### config.mk
export PLATFORM = sky130hd
export DESIGN_NAME = spi_frame_loader
export DESIGN_NICKNAME = d
export VERILOG_FILES = /design/src/rtl/spi_frame_loader.sv
export SDC_FILE = /design/constraint.sdc
export NUM_CORES = 1
export LEC_CHECK = 0
export ABC_AREA = 1
export CORE_MARGIN = 1
export CORE_UTILIZATION = 59
export DETAILED_ROUTE_END_ITERATION = 10
export PLACE_DENSITY = 0.88
export SLEW_MARGIN = 0
export SYNTH_ARGS = -nofsm -noshare
export SYNTH_HDL_FRONTEND = slang
export SYNTH_SLANG_ARGS = --single-unit
### constraint.sdc
create_clock -name clk -period 4.3 [get_ports clk]
set_clock_uncertainty 0.1 [all_clocks]
set_input_delay 0.43 -clock clk [delete_from_list [all_inputs] [get_ports clk]]
set_output_delay 0.43 -clock clk [all_outputs]
set_load 0.05 [all_outputs]
### src/rtl/spi_frame_loader.sv
`default_nettype none
// ============================================================================
// Module   : spi_frame_loader
// Brief    : Oversampled SPI frame receiver; commits a full frame atomically
//            to the x/y matrix registers only when the bit count is exact.
// Revision : 1.0 - initial release
// ============================================================================
module spi_frame_loader #(
    parameter int FRAME_BITS  = 144,
    parameter int SYNC_STAGES = 2
) (
    input  logic                    clk,
    input  logic                    reset,
    input  logic                    sck,
    input  logic                    sdi,
    input  logic                    load,
    output logic [FRAME_BITS/2-1:0] xMatrix,
    output logic [FRAME_BITS/2-1:0] yMatrix,
    output logic                    frame_valid,
    output logic                    done,
    output logic                    bit_err
);

    localparam int c_HALF  = FRAME_BITS / 2;
    localparam int c_CNT_W = $clog2(FRAME_BITS + 2);
    localparam logic [c_CNT_W-1:0] c_CNT_FULL = c_CNT_W'(FRAME_BITS);
    localparam logic [c_CNT_W-1:0] c_CNT_OVF  = c_CNT_W'(FRAME_BITS + 1);

    localparam logic [2:0] c_IDLE   = 3'd0;
    localparam logic [2:0] c_SHIFT  = 3'd1;
    localparam logic [2:0] c_CHECK  = 3'd2;
    localparam logic [2:0] c_COMMIT = 3'd3;
    localparam logic [2:0] c_DONE   = 3'd4;

    logic [SYNC_STAGES-1:0] r_sck_sync;
    logic [SYNC_STAGES-1:0] r_sdi_sync;
    logic [SYNC_STAGES-1:0] r_load_sync;
    logic                   r_sck_prev;
    logic                   r_load_prev;
    logic [2:0]             r_state;
    logic [c_CNT_W-1:0]     r_cnt;
    logic [FRAME_BITS-1:0]  r_shadow;

    logic w_sck;
    logic w_sdi;
    logic w_load;
    logic w_sck_rise;
    logic w_load_rise;
    logic w_load_fall;

    assign w_sck       = r_sck_sync[SYNC_STAGES-1];
    assign w_sdi       = r_sdi_sync[SYNC_STAGES-1];
    assign w_load      = r_load_sync[SYNC_STAGES-1];
    assign w_sck_rise  = w_sck & ~r_sck_prev;
    assign w_load_rise = w_load & ~r_load_prev;
    assign w_load_fall = ~w_load & r_load_prev;

    always_ff @(posedge clk or negedge reset) begin
        if (!reset) begin
            r_sck_sync  <= '0;
            r_sdi_sync  <= '0;
            r_load_sync <= '0;
            r_sck_prev  <= 1'b0;
            r_load_prev <= 1'b0;
        end else begin
            r_sck_sync  <= {r_sck_sync[SYNC_STAGES-2:0], sck};
            r_sdi_sync  <= {r_sdi_sync[SYNC_STAGES-2:0], sdi};
            r_load_sync <= {r_load_sync[SYNC_STAGES-2:0], load};
            r_sck_prev  <= w_sck;
            r_load_prev <= w_load;
        end
    end

    always_ff @(posedge clk or negedge reset) begin
        if (!reset) begin
            r_state     <= c_IDLE;
            r_cnt       <= '0;
            r_shadow    <= '0;
            xMatrix     <= '0;
            yMatrix     <= '0;
            frame_valid <= 1'b0;
            done        <= 1'b0;
            bit_err     <= 1'b0;
        end else begin
            case (r_state)
                c_IDLE, c_DONE: begin
                    if (w_load_rise) begin
                        r_state <= c_SHIFT;
                        r_cnt   <= '0;
                        bit_err <= 1'b0;
                        done    <= 1'b0;
                    end
                end
                c_SHIFT: begin
                    // A bit arriving with the closing edge still counts.
                    if (w_sck_rise) begin
                        r_shadow <= {r_shadow[FRAME_BITS-2:0], w_sdi};
                        if (r_cnt != c_CNT_OVF) begin
                            r_cnt <= r_cnt + 1'b1;
                        end
                    end
                    if (w_load_fall) begin
                        r_state <= c_CHECK;
                    end
                end
                c_CHECK: begin
                    if (r_cnt == c_CNT_FULL) begin
                        r_state <= c_COMMIT;
                    end else begin
                        r_state <= c_IDLE;
                        bit_err <= 1'b1;
                    end
                end
                c_COMMIT: begin
                    yMatrix     <= r_shadow[FRAME_BITS-1:c_HALF];
                    xMatrix     <= r_shadow[c_HALF-1:0];
                    frame_valid <= 1'b1;
                    done        <= 1'b1;
                    r_state     <= c_DONE;
                end
                default: begin
                    r_state <= c_IDLE;
                end
            endcase
        end
    end

endmodule
`default_nettype wire

==> results of run 1 <==
[through the flow]
stage | setup slack [ns] | area (sq um) | instances | total power [mW] | utilization
after detailed placement | 1.97 | 13600 | 1568 | 4.01 | 0.676
after global placement | 2.06 | 13600 | 1568 | 3.97 | 0.676
after global routing | 1.74 | 14700 | 1625 | 6.95 | 0.728
after CTS | 1.96 | 14700 | 1625 | 6.74 | 0.728
after floorplan | 2.86 | 12100 | 1202 | 3.82 | -
final | 1.96 | 14700 | 1625 | 6.68 | 0.728
[final cells by class]
type / count / area [sq um]
Timing Repair Buffer: 160 / 1650
Inverter: 166 / 624
Clock inverter: 17 / 196
Clock buffer: 39 / 855
Tap cell: 270 / 338
Sequential cell: 310 / 7760
Multi-Input combinational cell: 663 / 3270
Fill cell: 1358 / 5480
[metal layers]
layer / up-vias / share of wire / GRT usage
met1: 4036 / 0.43 / 0.306
met4: 0 / 0.020 / 0.0695
met5: - / 0 / 0
li1: 4029 / - / -
met3: 38 / 0.045 / 0.0324
met2: 193 / 0.50 / 0.368
[critical path, stage by stage, from the launching register on]
cell      delay [ns]
dfrtp_1         0.37
inv_1           0.16
nand3_4         0.14
clkinv_2        0.13
nand3_4         0.55
buf_12          0.48
nand2_1         0.16
o21ai_2         0.07
[placed cells by master, fill, tap and decap left out, drive strengths merged, types with 9 or more instances in the layout]
cell type / instances
buf: 9
clkbuf: 39
clkdlybuf4s50: 150
clkinv: 14
dfrtp: 310
inv: 165
nand2: 328
nand3: 13
nor2: 15
o21ai: 290
[power groups by stage]
stage / Combinational (mW) / Sequential [mW] / Clock, mW
floorplan: 0.585 / 3.23 / 0
global placement: 0.854 / 3.12 / 0
detailed placement: 0.884 / 3.12 / 0
CTS: 0.890 / 3.07 / 2.78
global route: 0.975 / 3.08 / 2.89
finish: 0.879 / 3.07 / 2.73
[worst paths after layout]
path	from	to	slack, ns	depth (start not counted)
min reg2reg	r_sdi_sync[0]	r_sdi_sync[1]	0.25	0
max	r_state[2]	r_shadow[92]	1.96	7
max in group asynchronous	reset	r_shadow[128]	2.63	3
max reg2reg	r_state[2]	r_shadow[92]	1.96	7
min	sck	r_sck_sync[0]	0.21	1
min in group asynchronous	reset	yMatrix[22]	0.43	2
[state kept, by name, indices dropped and copies added (netlist names)]
register,cells
r_shadow,144
xMatrix,72
yMatrix,72
r_cnt,8
r_state,3
r_load_sync,2
r_sck_sync,2
r_sdi_sync,2
bit_err,1
done,1
frame_valid,1
r_load_prev,1
r_sck_prev,1
[cells by family (layout without fill, tap and decap cells)]
| group | Yosys count | in the layout | synth area share |
|---|---|---|---|
| DFF | 310 | 310 | 0.641 |
| adders and majority gates | 3 | 3 | 0.00310 |
| AOI/OAI and AO/OA | 297 | 297 | 0.148 |
| and+or+nand+nor | 362 | 362 | 0.117 |
| muxes | 1 | 1 | 0.000931 |
| buffers and inverters | 229 | 382 | 0.0889 |
[what timing repair did]
item	in CTS	in global routing
endpoints found under the setup margin	0	0
hold buffers	1	0
endpoints found under the hold margin	112	0
==> impl_metrics.yaml, run 1 <==
logic_synthesis:
  synth.area.top_cells: "dfrtp_1 64%, nand2_1 10%, o21ai_2 5.8%, o21ai_0 5.5%, inv_1 5.1%"
  synth_flop_cell: "dfrtp_1"
  yosysSeqAreaShare: 0.641
  ys_async_sr_fraction: 1.00
  syn_nets: 1210
  yosys_warnings: 0
  syn-cell-area_sq_mm: 0.0121
  synth_seq_cells: 310
  yosysMostFrequentCell: "nand2_1"
  synth_commonest_cells: "327 x nand2_1, 310 x dfrtp_1, 164 x inv_1, 132 x o21ai_0, 80 x o21ai_2"
  synth_top_cell_by_area: "dfrtp_1"
  syn_avg_cell_area_sq_um: 10.1
  synth_cell_types: 25
  synth_top_area_frac: 0.641
  netlist_instances: 1202
  synth-edff-count: 0
route:
  avgViaCountPerCell: 5.11
  finalWirelength_mm: 22.9
  remaining_drc_errors: 0
  firstDrtPassIters: 5
  postRouteAntennaNets: 0
  drt_iter0_markers: 503
  wl_per_cell_um: 14.1
  vias: 8296
clock_network:
  cts.sinks: 310
  root_buffer: "clkbuf_16"
  clock_latency_ns: 0.55
  ctsResizeCount: 0
  path_clk_slew_ns: 0.06
  cts-htree-levels: 1
  post_cts_buffers: 0
  cts_tree: "yes"
  clock_path_buffers: 3
  cts_buffers: 30
timing:
  final_hold_viol_count: 0
  whs_ns: 0.214
  fmax_mhz: 427
  finalCritPeriodShare: 0.545
  worst_slew_pin_slew_ns: 1.03
  setup_viol: 0
  rsz0062_at_grt: "false"
  finalSetupTns_ns: 0
  slew_headroom: 0.312
  maxSlewViolCount: 0
  min_period_ns: 2.34
grt:
  grt_pass1_vias: 7999
  antenna_found_initial: 0
  grt_overflow_total: 0
  grt_pass1_wl_mm: 38.8
  grt_start_max_net_pins: 174
  grt_use_total: 0.222
floorplanning:
  dieArea_sq_mm: 0.0211
  core_area_sq_mm: 0.0202
  die_x_um: 145
  rows: 52
  pin_count: 152
  initial_core_util: 0.600
  die_h_um: 145
power_and_ir_drop:
  p_sw_frac: 0.275
  p_sw_mw: 1.84
  peakVddDrop_uv: 422
  pwr-share-comb: 0.132
  p_int_mw: 4.84
  p_clk_frac: 0.408
  power_density_mw_per_mm2: 455
  p_leak_nw: 6.39
  power_frac_seq: 0.460
placement:
  finalWeightedCongestion: 0.793
  dpl.hpwl_mm: 14.1
  portBuffers: 151
worst_setup_path:
  critPathArrivalTime_ns: 2.66
  critPathLaunchType: "flop"
  cp.required_ns: 4.62
  worstPathMaxFanout: 94
  cp-end-kind: "flop"
  criticalPathCategory: "flop to flop"
worst_hold_path:
  hold_class: "primary input to flop"
cells_and_area:
  drive_gt1_frac: 0.111
  n_antenna_cell: 0
  fin_nets: 1339
  area_delta_synth_final_pct: 21.5
flow_run:
  drv_cap: 0
status:
  status: "finished, final reports clean"
(Power assumes the default switching activity.)
==> inputs of run 2 (changes only) <==
- CORE_UTILIZATION: 59 -> 50
- PLACE_DENSITY: 0.88 -> 0.8
- clock period: 4.3 -> 2.1 ns (I/O delays scaled with it)
==> impl_metrics.yaml, run 2 (synthesized netlist as in run 1, its figures left out) <==
clock_network:
  cts_buffers: 31
  clock_path_buffers: 3
  cts-htree-levels: 1
  root_buffer: "clkbuf_16"
  path_clk_slew_ns: 0.06
  post_cts_buffers: 0
  cts_tree: "yes"
  clock_latency_ns: 0.54
  cts.sinks: 310
floorplanning:
  rows: 56
  pin_count: 152
  die_x_um: 158
  dieArea_sq_mm: 0.0248
  core_area_sq_mm: 0.0236
  initial_core_util: 0.512
  die_h_um: 158
route:
  remaining_drc_errors: 0
  drt_iter0_markers: 513
  postRouteAntennaNets: 0
  firstDrtPassIters: 5
  wl_per_cell_um: 13.5
  vias: 8148
  finalWirelength_mm: 22.8
  avgViaCountPerCell: 4.84
worst_setup_path:
  path_delay_family: "buffers and inverters"
  worstPathCellList: "clkdlybuf4s50_1"
  cp.required_ns: 1.79
  criticalPathCategory: "flop to output pin"
  worstPathMaxFanout: 2
  cp-end-kind: "output pin"
  cpPeakStageDelay_ns: 0.82
  critPathArrivalTime_ns: 1.75
  critPathBufInv: 1
  critPathLaunchType: "flop"
  critPathSlowestCell: "clkdlybuf4s50_1"
placement:
  dpl.hpwl_mm: 15.0
  finalWeightedCongestion: 0.787
  portBuffers: 151
status:
  status: "finished, final reports clean"
cells_and_area:
  drive_gt1_frac: 0.114
  mostFrequentLayoutCell: "nand2_1"
  top_register: "r_shadow"
  top_regs: "r_shadow x144, xMatrix x72, yMatrix x72"
  largest_register_ffs: 144
  area_delta_synth_final_pct: 23.1
  layout_common_cells: "327 x nand2_1, 310 x dfrtp_1, 164 x inv_1, 142 x clkdlybuf4s50_1, 132 x o21ai_0"
  fin_nets: 1352
  n_antenna_cell: 0
grt:
  grt_pass1_wl_mm: 38.2
  antenna_found_initial: 0
  grt_pass1_vias: 7902
  grt_start_max_net_pins: 109
  grt_overflow_total: 0
  grt_use_total: 0.190
timing:
  fmax_mhz: 485
  min_period_ns: 2.06
  rsz0062_at_grt: "false"
  whs_ns: 0.0258
  final_hold_viol_count: 0
  finalCritPeriodShare: 0.981
  worst_slew_pin_slew_ns: 0.576
  setup_viol: 0
  maxSlewViolCount: 0
  finalSetupTns_ns: 0
  slew_headroom: 0.615
power_and_ir_drop:
  peakVddDrop_uv: 845
  p_leak_nw: 6.55
  power_density_mw_per_mm2: 923
worst_hold_path:
  hold_class: "primary input to flop"
flow_run:
  drv_cap: 0
run 2: changes by cell type in the layout (fill, tap and decap cells not counted), moves of 3 or more:
cell	previous run	this run
clkbuf_1	2	6
dlygate4sd2_1	0	3
clkinv_2	13	6
dlymetal6s2s_1	0	5
buf_12	5	9
buf_4	3	10
clkdlybuf4s50_1	150	142
run 2: layout make-up:
cell class                 instances  area, sq um
multi-input combinational        663         3270
clock inverter                    10          153
clock buffer                      43          881
tap                              319          399
fill                            1874         8720
inverter                         166          624
timing repair buffer             172         1800
sequential                       310         7760
run 2: routing by layer:
| layer | vias up | part of all wire | track usage |
|---|---|---|---|
| met5 | - | 0 | 0 |
| met4 | 0 | 0.017 | 0.0462 |
| met3 | 30 | 0.042 | 0.0286 |
| met2 | 152 | 0.49 | 0.325 |
| met1 | 3910 | 0.45 | 0.255 |
| li1 | 4056 | - | - |
run 2: where the power goes:
group | total, mW | leakage, nW | internal [mW] | switching, mW
registers | 6.29 | 4.29 | 6.16 | 0.129
logic | 1.90 | 1.75 | 0.478 | 1.42
clock network | 5.56 | 0.508 | 3.39 | 2.17
total | 13.7 | 6.55 | 10.0 | 3.72
run 2: worst paths after layout:
check	slack, ns	from	end	cells after the start
max	0.04	xMatrix[42]	xMatrix[42]	1
min	0.03	sdi	r_sdi_sync[0]	1
max reg2reg	0.36	r_state[0]	r_shadow[125]	6
min reg2reg	0.25	r_sck_sync[0]	r_sck_sync[1]	0
max in group asynchronous	1.04	reset	r_shadow[95]	3
min in group asynchronous	0.08	reset	r_shadow[131]	2
run 2: what timing repair did:
item / CTS / global route
endpoints found under the setup margin: 3 / 5
resized for setup: 3 / 5
hold buffers: 2 / 0
endpoints found under the hold margin: 310 / 0
run 2: stage by stage:
stage | utilization | cells | area (sq um) | worst slack, ns | total power, mW
final | 0.631 | 1683 | 14900 | 0.0399 | 13.7
after detailed placement | 0.586 | 1628 | 13800 | 0.410 | 8.28
after global placement | 0.586 | 1628 | 13800 | 0.478 | 8.24
after global routing | 0.631 | 1683 | 14900 | 0.000869 | 14.3
after CTS | 0.630 | 1683 | 14900 | 0.00802 | 13.9
after floorplan | - | 1202 | 12100 | 0.663 | 7.82
==> inputs of run 3 (changes only) <==
--- a/config.mk
+++ b/config.mk
@@ -12,2 +12,3 @@
 export PLACE_DENSITY = 0.8
+export RECOVER_POWER = 25
 export SLEW_MARGIN = 0
--- a/constraint.sdc
+++ b/constraint.sdc
@@ -4,2 +4,2 @@
 set_output_delay 0.21 -clock clk [all_outputs]
-set_load 0.05 [all_outputs]
+set_load 0.005 [all_outputs]
==> impl_metrics.yaml, run 3 (synthesized netlist as in run 1, its figures left out) <==
floorplanning:
  dieArea_sq_mm: 0.0248
  core_area_sq_mm: 0.0236
  rows: 56
  die_h_um: 158
  initial_core_util: 0.512
  pin_count: 152
  die_x_um: 158
grt:
  grt_overflow_total: 0
  grt_use_met1: 0.255
  antenna_found_initial: 0
  grt_pass1_vias: 7902
  grt_use_total: 0.190
  grt_use_met2: 0.325
  grt_pass1_wl_mm: 38.2
  grtUsageMet3: 0.0284
  grt_start_max_net_pins: 109
  top_usage_layer: "met2"
worst_setup_path:
  crit_path_end: "xMatrix[34]"
  critPathLaunchType: "flop"
  reg2reg_from: "r_state[0]"
  worstPathCellList: "clkdlybuf4s50_1"
  path_delay_family: "buffers and inverters"
  cp.depth: 1
  worstPathMaxFanout: 2
  reg2reg_slack_ns: 0.36
  cp-end-kind: "output pin"
  ff2ff_path_depth: 6
  r2r-end: "r_shadow[125]"
  cp.required_ns: 1.79
  startpoint: "xMatrix[34]"
  critPathBufInv: 1
  criticalPathCategory: "flop to output pin"
  critPathSlowestCell: "clkdlybuf4s50_1"
  cpPeakStageDelay_ns: 0.54
  critPathArrivalTime_ns: 1.47
cells_and_area:
  largest_register_ffs: 144
  n_antenna_cell: 0
  drive_gt1_frac: 0.114
  top_register: "r_shadow"
  final-instance-count-excl-fill: 1683
  fin_nets: 1352
  seq_area_sq_mm: 0.00776
  final_area_sq_mm: 0.0149
  area_delta_synth_final_pct: 22.9
  top_regs: "r_shadow x144, xMatrix x72, yMatrix x72"
  layout_common_cells: "327 x nand2_1, 310 x dfrtp_1, 164 x inv_1, 147 x clkdlybuf4s50_1, 132 x o21ai_0"
  multi_input_area_sq_mm: 0.00327
  mostFrequentLayoutCell: "nand2_1"
  nFillCells: 1877
timing:
  whs_ns: 0.0803
  worst_slew_pin_slew_ns: 1.01
  min_period_ns: 1.78
  finalSetupTns_ns: 0
  final_hold_viol_count: 0
  setup_viol: 0
  slew_headroom: 0.325
  finalCritPeriodShare: 0.848
  maxSlewViolCount: 0
  fmax_mhz: 561
  rsz0062_at_grt: "false"
route:
  finalWirelength_mm: 22.7
  vias: 8122
  postRouteAntennaNets: 0
  remaining_drc_errors: 0
  firstDrtPassIters: 5
  wl_per_cell_um: 13.5
  drt_iter0_markers: 495
  avgViaCountPerCell: 4.83
placement:
  dp_cells: 1628
  placedInstanceArea_sq_mm: 0.0138
  portBuffers: 151
  dpl.hpwl_mm: 15.0
  finalWeightedCongestion: 0.787
power_and_ir_drop:
  power_density_mw_per_mm2: 907
  p_leak_nw: 6.44
  peakVddDrop_uv: 819
clock_network:
  cts.sinks: 310
  cts-htree-levels: 1
  clock_latency_ns: 0.54
  cts_buffers: 31
  post_cts_buffers: 0
  root_buffer: "clkbuf_16"
  ctsResizeCount: 0
  clock_path_buffers: 3
  cts_tree: "yes"
  path_clk_slew_ns: 0.06
status:
  status: "finished, final reports clean"
worst_hold_path:
  hold_class: "primary input to asynchronous set/reset pin"
flow_run:
  drv_cap: 0
-- run 3: power by group --
group	total [mW]	leakage [nW]	internal, mW	switching (mW)
combinational	1.63	1.64	0.473	1.16
clock	5.56	0.508	3.39	2.17
sequential	6.29	4.29	6.16	0.129
total	13.5	6.44	10.0	3.46
-- run 3: repair_timing --
action,CTS,global route
endpoints found under the setup margin,0,0
endpoints found under the hold margin,310,0
hold buffers,2,0
-- run 3: per-layer routing --
metal / vias up / wire length (um)
met5: - / 0
met4: 0 / 383
met3: 30 / 955
met2: 153 / 11200
met1: 3886 / 10100
li1: 4053 / -
-- run 3: how the worst min path moves through the flow --
stage           from             to  slack [ns]  depth (start not counted)
2_1_floorplan  reset        bit_err       -0.19                          0
3_3_place_gp   reset    yMatrix[60]        0.07                          1
3_5_place_dp   reset    yMatrix[58]        0.06                          1
4_1_cts          sdi  r_sdi_sync[0]       0.007                          1
5_1_grt        reset    yMatrix[58]        0.11                          2
6_report       reset  r_shadow[131]        0.08                          2
-- run 3: layout make-up --
cell class | instances | share of cell area
Sequential cell | 310 | 0.522
Inverter | 166 | 0.0420
Tap cell | 319 | 0.0269
Clock buffer | 43 | 0.0593
Clock inverter | 10 | 0.0103
Multi-Input combinational cell | 663 | 0.220
Timing Repair Buffer | 172 | 0.120
-- run 3: stage by stage --
step / setup slack (ns) / util / power (mW)
final: 0.319 / 0.630 / 13.5
after floorplan: 0.663 / - / 7.57
after global placement: 0.478 / 0.586 / 7.98
after detailed placement: 0.410 / 0.586 / 8.03
after CTS: 0.268 / 0.630 / 13.6
after global routing: 0.154 / 0.630 / 14.1
